[src/rtl/procesor_pkg.sv]
// Shared sequencer state encodings and opcode constants for the processor slice.
// Latency: none (types, constants and pure helper functions only).
// Backpressure: not applicable.
package procesor_pkg;

  typedef enum logic [5:0] {
    ST_FETCH1 = 6'd1,
    ST_FETCH2 = 6'd2,
    ST_FETCH3 = 6'd3,
    ST_FETCH4 = 6'd4,
    ST_DECODE = 6'd5,
    ST_JMP    = 6'd21,
    ST_JZ     = 6'd22,
    ST_JNZ    = 6'd23,
    ST_PCINC  = 6'd32
  } state_t;

  // Legal opcodes, named by their hex value; 0x30..0x37 form one group.
  localparam logic [5:0] OPC_00 = 6'b000000;
  localparam logic [5:0] OPC_09 = 6'b001001;
  localparam logic [5:0] OPC_10 = 6'b010000;
  localparam logic [5:0] OPC_11 = 6'b010001;
  localparam logic [5:0] OPC_20 = 6'b100000;
  localparam logic [5:0] OPC_21 = 6'b100001;
  localparam logic [5:0] OPC_24 = 6'b100100;
  localparam logic [5:0] OPC_26 = 6'b100110;
  localparam logic [5:0] OPC_38 = 6'b111000;
  localparam logic [5:0] OPC_39 = 6'b111001;
  localparam logic [5:0] OPC_3C = 6'b111100;
  localparam logic [5:0] OPC_3D = 6'b111101;
  localparam logic [5:0] OPC_3F = 6'b111111;

  // True in the four byte-fetch states.
  function automatic logic is_fetch(input logic [5:0] s);
    return (s >= ST_FETCH1) && (s <= ST_FETCH4);
  endfunction

  // True in the three jump states (the condition itself is resolved by the sequencer).
  function automatic logic is_jump(input logic [5:0] s);
    return (s == ST_JMP) || (s == ST_JZ) || (s == ST_JNZ);
  endfunction

  // True for every opcode the core implements.
  function automatic logic op_legal(input logic [5:0] o);
    logic ok;
    ok = 1'b0;
    if (o[5:3] == 3'b110) ok = 1'b1;
    case (o)
      OPC_00, OPC_09, OPC_10, OPC_11, OPC_20, OPC_21, OPC_24,
      OPC_26, OPC_38, OPC_39, OPC_3C, OPC_3D, OPC_3F: ok = 1'b1;
      default: ;
    endcase
    return ok;
  endfunction

endpackage

[src/rtl/fetch_unit_if.sv]
// Instruction-memory read port between the fetch unit and the memory.
// Latency: read data returns exactly one cycle after mem_rd.
// Backpressure: none; the memory always answers in one cycle.
interface fetch_unit_if #(parameter int ADDR_W = 16);
  logic              mem_rd;
  logic [ADDR_W-1:0] mem_addr;
  logic [7:0]        mem_rdata;

  modport master (output mem_rd, output mem_addr, input mem_rdata);
  modport slave  (input mem_rd, input mem_addr, output mem_rdata);
endinterface

[src/rtl/pc_reg.sv]
// Program counter: increments during fetch, loads the jump target in jump states.
// Latency: new value visible one cycle after the qualifying edge.
// Backpressure: none; the sequencer state fully determines the update.
module pc_reg
  import procesor_pkg::*;
#(
  parameter int              ADDR_W   = 16,
  parameter logic [ADDR_W-1:0] RESET_PC = '0
) (
  input  logic              clk,
  input  logic              reset,
  input  logic [5:0]        state,
  input  logic [15:0]       jump_target,
  output logic [ADDR_W-1:0] pc
);

  // Advance (with natural wrap) per fetched byte, or load the target on a jump.
  always_ff @(posedge clk or posedge reset) begin
    if (reset) begin
      pc <= RESET_PC;
    end else if (is_fetch(state)) begin
      pc <= pc + ADDR_W'(1);
    end else if (is_jump(state)) begin
      pc <= ADDR_W'(jump_target);
    end
  end

endmodule

[src/rtl/fetch_unit.sv]
// Instruction fetch: reads four bytes into ir, tracks pc and the zero flag.
// Latency: each byte lands in ir one edge after its FETCHk request.
// Backpressure: none; optional illegal-opcode trap under ILLEGAL_OP_TRAP_EN.
module fetch_unit
  import procesor_pkg::*;
#(
  parameter int                ADDR_W   = 16,
  parameter logic [ADDR_W-1:0] RESET_PC = '0
) (
  input  logic              clk,
  input  logic              reset,
  input  logic [5:0]        state,
  fetch_unit_if.master      mem,
  input  logic [15:0]       alu_result,
  input  logic              alu_wr,
  output logic [31:0]       ir,
  output logic [5:0]        op,
  output logic [2:0]        funct,
  output logic              zero,
  output logic [ADDR_W-1:0] pc,
  output logic              trap
);

  logic       pend_vld;
  logic [1:0] pend_idx;

  assign mem.mem_rd   = is_fetch(state);
  assign mem.mem_addr = pc;
  assign op           = ir[31:26];
  assign funct        = ir[23:21];

  pc_reg #(
    .ADDR_W   (ADDR_W),
    .RESET_PC (RESET_PC)
  ) u_pc_reg (
    .clk         (clk),
    .reset       (reset),
    .state       (state),
    .jump_target (ir[15:0]),
    .pc          (pc)
  );

  // One-deep pending tracker: a request issued now retires on the next edge.
  always_ff @(posedge clk or posedge reset) begin
    if (reset) begin
      pend_vld <= 1'b0;
      pend_idx <= 2'd0;
    end else begin
      pend_vld <= is_fetch(state);
      pend_idx <= state[1:0] - 2'd1;
    end
  end

  // Retiring entry writes its byte; other bytes hold.
  always_ff @(posedge clk or posedge reset) begin
    if (reset) begin
      ir <= '0;
    end else if (pend_vld) begin
      case (pend_idx)
        2'd0:    ir[31:24] <= mem.mem_rdata;
        2'd1:    ir[23:16] <= mem.mem_rdata;
        2'd2:    ir[15:8]  <= mem.mem_rdata;
        default: ir[7:0]   <= mem.mem_rdata;
      endcase
    end
  end

  // Zero flag follows the ALU only when its result is written back.
  always_ff @(posedge clk or posedge reset) begin
    if (reset) begin
      zero <= 1'b0;
    end else if (alu_wr) begin
      zero <= (alu_result == 16'h0000);
    end
  end

`ifdef ILLEGAL_OP_TRAP_EN
  // Sticky trap: set when an unimplemented opcode is decoded, cleared only by reset.
  always_ff @(posedge clk or posedge reset) begin
    if (reset) begin
      trap <= 1'b0;
    end else if ((state == ST_DECODE) && !op_legal(op)) begin
      trap <= 1'b1;
    end
  end
`else
  assign trap = 1'b0;
`endif

endmodule

[src/flat_wrapper.sv]
// flat-port wrapper written by rule: the top's interface ports become plain ports
module fetch_unit_flat import procesor_pkg::*;
#(
  parameter int                ADDR_W   = 16,
  parameter logic [ADDR_W-1:0] RESET_PC = '0
)
  (clk, reset, state, alu_result, alu_wr, ir, op, funct, zero, pc, trap, mem_mem_rd, mem_mem_addr, mem_mem_rdata);
  fetch_unit_if #(.ADDR_W(ADDR_W)) mem_i ();
  input  logic clk;
  input  logic reset;
  input  logic [5:0] state;
  input  logic [15:0] alu_result;
  input  logic alu_wr;
  output logic [31:0] ir;
  output logic [5:0] op;
  output logic [2:0] funct;
  output logic zero;
  output logic [ADDR_W-1:0] pc;
  output logic trap;
  output wire logic [$bits(mem_i.mem_rd)-1:0] mem_mem_rd;
  output wire logic [$bits(mem_i.mem_addr)-1:0] mem_mem_addr;
  input wire logic [$bits(mem_i.mem_rdata)-1:0] mem_mem_rdata;
  assign mem_mem_rd = mem_i.mem_rd;
  assign mem_mem_addr = mem_i.mem_addr;
  assign mem_i.mem_rdata = mem_mem_rdata;
  fetch_unit #(.ADDR_W(ADDR_W), .RESET_PC(RESET_PC)) u_core (.clk(clk), .reset(reset), .state(state), .mem(mem_i), .alu_result(alu_result), .alu_wr(alu_wr), .ir(ir), .op(op), .funct(funct), .zero(zero), .pc(pc), .trap(trap));
endmodule
[config.mk]
export PLATFORM = sky130hd
export DESIGN_NAME = fetch_unit_flat
export DESIGN_NICKNAME = d
export VERILOG_FILES = /design/src/rtl/procesor_pkg.sv /design/src/rtl/fetch_unit_if.sv /design/src/rtl/pc_reg.sv /design/src/rtl/fetch_unit.sv /design/src/flat_wrapper.sv
export SDC_FILE = /design/constraint.sdc
export NUM_CORES = 1
export LEC_CHECK = 0
export BUFFER_PORTS_ARGS = -buffer_cell sky130_fd_sc_hd__buf_2
export CORE_MARGIN = 5
export CORE_UTILIZATION = 52
export CTS_CLUSTER_DIAMETER = 30
export CTS_CLUSTER_SIZE = 20
export DETAILED_ROUTE_END_ITERATION = 12
export GPL_ROUTABILITY_DRIVEN = 1
export PLACE_DENSITY = 0.86
export SLEW_MARGIN = 20
export SYNTH_ARGS = -nofsm -noshare
export SYNTH_HDL_FRONTEND = slang
export SYNTH_HIERARCHICAL = 1
export SYNTH_SLANG_ARGS = --single-unit
[constraint.sdc]
create_clock -name clk -period 5.2 [get_ports clk]
set_input_delay 0.78 -clock clk [delete_from_list [all_inputs] [get_ports clk]]
set_output_delay 0.78 -clock clk [all_outputs]
set_load 0.05 [all_outputs]
## After elaboration in Yosys (flattened, before gate mapping)

Cells that the tools add are included.

| word-level totals | value |
|---|---|
| register bits after elaboration | 52 |
| input port bits | 33 |
| output and inout bits | 76 |
| word-level logic and storage cells | 31 |

| operators by class | value |
|---|---|
| add/sub/neg operators | 2 |
| order comparisons | 2 |
| equal/unequal tests | 5 |
| mux-type cells | 2 |
| bitwise operators | 1 |
| reductions and logical operators | 11 |

Operator list:

| cell | number |
|---|---|
| 2-to-1 mux 16 bit | 2 |
| == test 6 x 5 -> 1 bit, second input constant | 3 |
| adder 16 x 1 -> 16 bit, second input constant | 1 |
| zero test 16 bit | 1 |
| AND reduction 2 bit | 4 |
| greater-or-equal comparator 6 x 1 -> 1 bit, second input constant | 1 |
| less-or-equal comparator 6 x 3 -> 1 bit, second input constant | 1 |
| OR reduction 3 bit | 1 |
| == test 2 x 1 -> 1 bit, second input constant | 1 |
| == test 2 bit, second input constant | 1 |
| zero test 2 bit | 1 |
| logical OR 1 bit | 2 |
| nonzero test 2 bit | 1 |
| subtractor 2 x 1 -> 2 bit, second input constant | 1 |
| logical AND 1 bit | 1 |
| inverter 1 bit | 1 |

## Longest topological paths before layout

Gate-level depths: netlist of run 1.

| logic depth | value |
|---|---|
| word-level depth | 5 |
| gate-level depth with buffers | 6 |
| mapped depth without buffers | 6 |

## Modules after synthesis

The synthesis of run 1 kept the hierarchy.

Modules (own cells, without submodules):

| module | times used | cells each | area an instance (um^2) | seq. area each (um^2) |
|---|---|---|---|---|
| fetch_unit | 1 | 117 | 1632.8 | 900.9 |
| pc_reg | 1 | 104 | 1007.2 | 400.4 |

## Worst setup path before layout of run 1

Ideal clock, no wire load.

| timing | value |
|---|---|
| path type | input port to output port |
| from | input state[5] |
| to | output mem_mem_rd |
| arrival time | 2.376 ns |
| data required time | 4.420 ns |
| setup slack | 2.044 ns |
| stages on the path | 2 |
| buffers on the path | 0 |
| path through | or3_1 > a221oi_1 |

| between the ends | value |
|---|---|
| cells in the longest elaborated chain, start to end | 2 |
| elaborated cells on any way between the ends | 3 |
| classes of those cells | 2 x order compare; 1 x reduce/logical |

RTL lines:

| what | RTL line | RTL |
|---|---|---|
| start: declaration | flat_wrapper.sv:11 | `input logic [5:0] state;` |
| greater-or-equal comparator 6 x 1 -> 1 bit or less-or-equal comparator 6 x 3 -> 1 bit (tied branches) | procesor_pkg.sv:35 | `return (s >= ST_FETCH1) && (s <= ST_FETCH4);` |
| logical AND 1 bit * | procesor_pkg.sv:35 |  |
| end: declaration | flat_wrapper.sv:20 | `output wire logic [$bits(mem_i.mem_rd)-1:0] mem_mem_rd;` |

Every way passes the cells marked *; elsewhere a longest branch is shown, timed or not.

## Worst setup path in the final report of run 1

Ends and elaborated chain as after synthesis.

==> results.txt, run 1 <==
Top cell type by total area after synthesis: dfrtp_1
Clock Sinks: 52
Synthesis warning total: 6
Ports: 109
Post-synthesis sequential area ratio: 0.4929
CTS H-Tree Depth: 2
CP max FO: 3
Residual DRC: 0
Cts-stage hold buffer count: 0
FF-to-FF Start: u_core/u_pc_reg/pc[0]$_DFFE_PP0P_
Status: completed
Estimated wirelength of the detail-placed design: 4813 um
Hold path depth: 2
Fin Setup TNS: 0 ns
Cell count after synthesis: 221
Post-synth EDFFs: 0
Post-CTS Setup Inserts: 0
Clock share of power: 0.163
Slew @ Worst Pin: 0.9749 ns
Skew-Pair Late Insertion Delay: 0.29 ns
Clk slew on worst S/H paths: 0.09 ns
GRT Residual Overflow: 0
F_max: 0.3695 GHz
Total Wirelength: 6120 um
Area contributors post-synth: dfrtp_1, mux2_2, buf_4
Drt pass-1 iters: 4
Initial DRC count: 135
Initial antenna violation count: 0
Avg Vias per Cell: 5.436
Period minus WS final: 2.706 ns
Top_reg_cell synth: dfrtp_1
Max Buffers Root-to-Sink: 2
Startpoint types: input port
P_sw: 0.0009275 W
Critical path origin: state[5]
Max FFs per register: 32
Syn_area_per_cell: 11.95 sq um
Post-synth top cells: dfrtp_1, mux2_2, buf_4, nor2_1, nand2_1
Leakage power: 1.562 nW
CORE AREA: 5010 sq um
Fin. Hold Viols: 0
Non-Filler Instances: 376
WP data required: 4.42 ns
MaxCap Viol Count: 0
CP endpoint kind: output pin
Placed cells: 368
Final setup fails: 0
PostCTS Resize Cnt: 0
Vias in the first global route: 2079
Row count: 26
Final Cycle Share: 0.5204
Layout fillers: 401
R2R cell count: 6
Largest net degree at the start of global routing: 37
Drt wl/cell: 16.28 um
Rel. slew slack: 0.3494
Root Buffer: clkbuf_8
First-pass GRT wire length: 9908 um
Pwr dens: 567.8 nW/um^2
Yosys cell types: 49
Reg-to-reg slack, setup: 3.32 ns
Gate power share: 0.498
Flop pwr share: 0.339
Gr usage total: 0.1954
Post-Route Skew: 0.002956 ns
Layout cells sized above 1: 0.5392
Pint: 0.0008761 W
Final ANT Viol Nets: 0
Critical path type: input port to output pin
Crit path to: mem_mem_rd
Switching Fraction: 0.5142
Net Count, Synth: 258
Initial Util: 0.5270
Post-Syn Area: 2640 sq um
Via count: 2044
Reg-to-Reg End: u_core/u_pc_reg/pc[14]$_DFFE_PP0P_
# port buffers: 107
Critical Path AT: 1.93 ns
Max Slew Vio Count: 0
Worst-case vdd ir drop: 0.3225 mV
Post-synth top area share: 0.4929
Area grow syn2layout: 20.33%
Clock buffer count from CTS: 5
HP Class: flop to flop
Pre-CTS worst setup slack: 2.474 ns
Die W: 81.25 um
DIE HEIGHT: 81.25 um
Antenna diodes: 0
Global placement routability congestion: 0.7807
RSZ-0062 raised after global routing: no
CTS tree: done
Final worst setup slack: 2.494 ns
Most instantiated library cell after synthesis: dfrtp_1
Yosys reg bits: 52
Die ar.: 6602 sq um
Post-layout net count: 342
Synth async-reset ratio: 1.000
-- logic make-up (layout without fill, tap and decap cells) --
family,after synthesis,after routing,synth area share
compound gates,34,34,0.1071
fa+ha+maj,4,4,0.01896
simple gates,56,56,0.1417
flops,52,52,0.4929
mux,33,33,0.1403
buf+inv,41,126,0.09763
other cells,1,1,0.001420
-- power groups by stage --
stage / clock (W) / combinational (W) / sequential (W)
6_report: 0.000294 / 0.000899 / 0.000611
5_1_grt: 0.000321 / 0.000936 / 0.000631
3_3_place_gp: 0 / 0.000895 / 0.000609
2_1_floorplan: 0 / 0.000409 / 0.000959
3_5_place_dp: 0 / 0.000905 / 0.000618
4_1_cts: 0.000301 / 0.000906 / 0.000612
-- critical path: stages --
cell	delay (ns)
buf_2	0.13
or3_1	0.38
a221oi_1	0.30
buf_2	0.33
-- how the worst min path moves through the flow --
stage / from / to
floorplan: reset / u_core/u_pc_reg/pc[0]$_DFFE_PP0P_
global placement: u_core/zero$_DFFE_PP0P_ / u_core/zero$_DFFE_PP0P_
detailed placement: u_core/zero$_DFFE_PP0P_ / u_core/zero$_DFFE_PP0P_
CTS: u_core/zero$_DFFE_PP0P_ / u_core/zero$_DFFE_PP0P_
global route: u_core/ir[16]$_DFFE_PP0P_ / u_core/ir[16]$_DFFE_PP0P_
finish: u_core/zero$_DFFE_PP0P_ / u_core/zero$_DFFE_PP0P_
-- layout make-up --
| cell class | instances | area [sq um] | share of cell area |
|---|---|---|---|
| timing repair buffer | 108 | 543.0 | 0.1709 |
| multi-input combinational | 128 | 1081 | 0.3403 |
| inverter | 10 | 37.54 | 0.01182 |
| sequential | 52 | 1301 | 0.4096 |
| clock buffer | 7 | 96.34 | 0.03033 |
| clock inverter | 1 | 30.03 | 0.009453 |
| tap | 70 | 87.58 | 0.02757 |
-- per-stage QoR --
step | hold slack [ns] | total power (W) | util | cell area, sq um
floorplan | 0.6937 | 0.001368 | - | 2640
global placement | 0.4661 | 0.001505 | 0.6089 | 3050
detailed placement | 0.4749 | 0.001523 | 0.6089 | 3050
CTS | 0.5029 | 0.001819 | 0.6341 | 3177
global route | 0.5400 | 0.001888 | 0.6341 | 3177
finish | 0.4984 | 0.001804 | 0.6341 | 3177
-- routing by layer --
metal | routed length, um | track usage | up-vias
li1 | - | - | 945
met1 | 2423 | 0.2448 | 977
met2 | 2964 | 0.3210 | 105
met3 | 542 | 0.04878 | 17
met4 | 190 | 0.08277 | 0
met5 | 0 | 0 | -
-- placed cells by master (no fill, tap or decap), drive strengths merged, types with 2 or more instances in the layout --
cell type	n
and3	4
o21ai	4
a211oi	6
nand3b	2
a311oi	3
mux2	32
nor3	4
buf	108
a221oi	2
dfrtp	52
a22oi	2
nor4	3
inv	10
a21oi	2
nor2	15
ha	4
clkbuf	7
or3	3
nand2	13
o211ai	3
nand4	4
nand3	4
o311ai	3
Power figures use the tool's default switching activity.
==> run 2, diff against run 1 <==
--- a/config.mk
+++ b/config.mk
@@ -7,12 +7,12 @@
 export LEC_CHECK = 0
 export BUFFER_PORTS_ARGS = -buffer_cell sky130_fd_sc_hd__buf_2
 export CORE_MARGIN = 5
-export CORE_UTILIZATION = 52
+export CORE_UTILIZATION = 48
 export CTS_CLUSTER_DIAMETER = 30
 export CTS_CLUSTER_SIZE = 20
 export DETAILED_ROUTE_END_ITERATION = 12
 export GPL_ROUTABILITY_DRIVEN = 1
-export PLACE_DENSITY = 0.86
+export PLACE_DENSITY = 0.8
 export SLEW_MARGIN = 20
 export SYNTH_ARGS = -nofsm -noshare
 export SYNTH_HDL_FRONTEND = slang
==> constraint.sdc (replaced) <==
create_clock -name clk -period 2.6 [get_ports clk]
set_input_delay 0.39 -clock clk [delete_from_list [all_inputs] [get_ports clk]]
set_output_delay 0.39 -clock clk [all_outputs]
set_load 0.05 [all_outputs]
==> run 2 against run 1 <==
Combinational power up 100%. Clock-buffer cell count down 2. Final area down 0.39%.
==> results.txt, run 2 (synthesized netlist as in run 1, its figures left out) <==
Fin Setup TNS: 0 ns (unchanged)
Gr usage total: 0.1819 (-0.01349)
Ports: 109 (unchanged)
CP endpoint kind: output pin
Slew @ Worst Pin: 1.014 ns (+0.03928 ns)
PostCTS Resize Cnt: 0 (unchanged)
WP data required: 2.21 ns (-2.21 ns)
Die W: 84.16 um (+3.6%)
F_max: 0.5192 GHz
Post-CTS Setup Inserts: 0 (unchanged)
Clk slew on worst S/H paths: 0.09 ns (about the same)
Drt pass-1 iters: 4 (unchanged)
Design Area, Final: 3164 sq um (-0.39%)
Status: completed
Met2 Usage GRT: 0.2977 (-0.02331)
Max Slew Vio Count: 0 (unchanged)
CORE AREA: 5439 sq um (+8.6%)
Via count: 2065 (+1.0%)
# port buffers: 107 (unchanged)
Post-Place Cell Area: 3053 sq um (about the same)
Clock buffer count from CTS: 5 (unchanged)
Most used cell along the critical path: buf_2
Post-Route Skew: 0.005491 ns (+0.002535 ns)
Avg Vias per Cell: 5.463 (+0.49%)
Post-layout net count: 342 (unchanged)
CP max stage delay: 0.35 ns (-0.03 ns)
Worst Path Buf+Inv: 3 (+1)
CTS H-Tree Depth: 2 (unchanged)
Largest net degree at the start of global routing: 37 (unchanged)
Slowest stage cell, crit path: a221oi_1
Layout cells sized above 1: 0.5392 (unchanged)
Critical path type: input port to output pin
Top Usage Layer GRT: met2
Initial Util: 0.4854 (-0.04158)
Cell family with most CP delay: buffers and inverters
Leading cell type in the layout, fill and taps excluded: buf_2
Worst-case vdd ir drop: 0.7064 mV (+120%)
Met1 usage: 0.2326 (-0.01221)
Reg-to-reg slack, setup: 0.73 ns (-2.59 ns)
Period minus WS final: 1.926 ns
Vias in the first global route: 2096 (+0.82%)
Clock Sinks: 52 (unchanged)
Root Buffer: clkbuf_8
Die ar.: 7083 sq um (+7.3%)
Max FFs per register: 32 (unchanged)
First-pass GRT wire length: 10480 um (+5.8%)
Area grow syn2layout: 19.86%
Skew-Pair Late Insertion Delay: 0.30 ns (about the same)
Initial DRC count: 147 (+8.9%)
Final Cycle Share: 0.7407
Pwr dens: 1127 nW/um^2 (+98%)
Final ANT Viol Nets: 0 (unchanged)
Cts-stage hold buffer count: 0 (unchanged)
HP Class: input port to asynchronous set/reset pin
Met3 Use GR: 0.05397 (+0.005194)
Drt wl/cell: 16.53 um (+1.5%)
Rel. slew slack: 0.3232 (-0.02621)
Max Buffers Root-to-Sink: 2 (unchanged)
Commonest non-fill, non-tap cells in the layout: buf_2, dfrtp_1, mux2_2, nor2_1, nand2_1
Residual DRC: 0 (unchanged)
CTS tree: done
Leakage power: 1.552 nW (-0.66%)
RSZ-0062 raised after global routing: no
Startpoint types: input port
MaxCap Viol Count: 0 (unchanged)
Crit-path cells: buf_2 -> inv_1 -> ha_1 -> nor2_1 -> a221oi_1 -> buf_2
Initial antenna violation count: 0 (unchanged)
Estimated wirelength of the detail-placed design: 4900 um (+1.8%)
DIE HEIGHT: 84.16 um (+3.6%)
Final setup fails: 0 (unchanged)
Critical Path AT: 1.54 ns (-0.39 ns)
Global placement routability congestion: 0.8803 (+13%)
GRT Residual Overflow: 0 (unchanged)
Antenna diodes: 0 (unchanged)
Fin. Hold Viols: 0 (unchanged)
CP max FO: 5 (+2)
Row count: 27 (+3.8%)
Total Wirelength: 6247 um (+2.1%)
[run 2: area by class of cell]
class / instances / area [sq um]
timing repair buffer: 108 / 543.0
clock buffer: 5 / 68.82
multi-input combinational: 128 / 1081
tap: 72 / 90.09
sequential: 52 / 1301
clock inverter: 3 / 42.54
fill: 447 / 2275
inverter: 10 / 37.54
[run 2: through the flow]
step	total power, W	hold WS [ns]	utilization	cells	worst slack (ns)
floorplan	0.002736	0.3037	-	221	0.2242
global placement	0.003020	0.4648	0.5613	370	0.7061
detailed placement	0.003050	0.4826	0.5613	370	0.6727
CTS	0.003596	0.1776	0.5818	378	0.6630
global route	0.003732	0.2156	0.5818	378	0.5085
finish	0.003565	0.1619	0.5818	378	0.6741
[run 2: path summary, 6_finish.rpt]
path / from / end / depth (start not counted)
worst max register to register: u_core/u_pc_reg/pc[0]$_DFFE_PP0P_ / u_core/u_pc_reg/pc[14]$_DFFE_PP0P_ / 6
min in group clk: alu_result[14] / u_core/zero$_DFFE_PP0P_ / 2
worst max-delay path: state[1] / mem_mem_rd / 6
max in group asynchronous: reset / u_core/u_pc_reg/pc[1]$_DFFE_PP0P_ / 2
worst min-delay path: reset / u_core/u_pc_reg/pc[14]$_DFFE_PP0P_ / 2
worst min register to register: u_core/ir[17]$_DFFE_PP0P_ / u_core/ir[17]$_DFFE_PP0P_ / 1
[run 2: per-layer routing]
layer | vias up | wire, um
met4 | 0 | 115
met1 | 998 | 2572
met5 | - | 0
met3 | 12 | 574
met2 | 105 | 2983
li1 | 950 | -
[run 2: power by group]
part | total (W) | leakage [nW] | internal (W) | switching, W
combinational | 0.00180 | 0.875 | 0.000400 | 0.00140
clock | 0.000543 | 0.0541 | 0.000285 | 0.000258
sequential | 0.00122 | 0.623 | 0.00101 | 0.000209
total | 0.00356 | 1.55 | 0.00170 | 0.00187
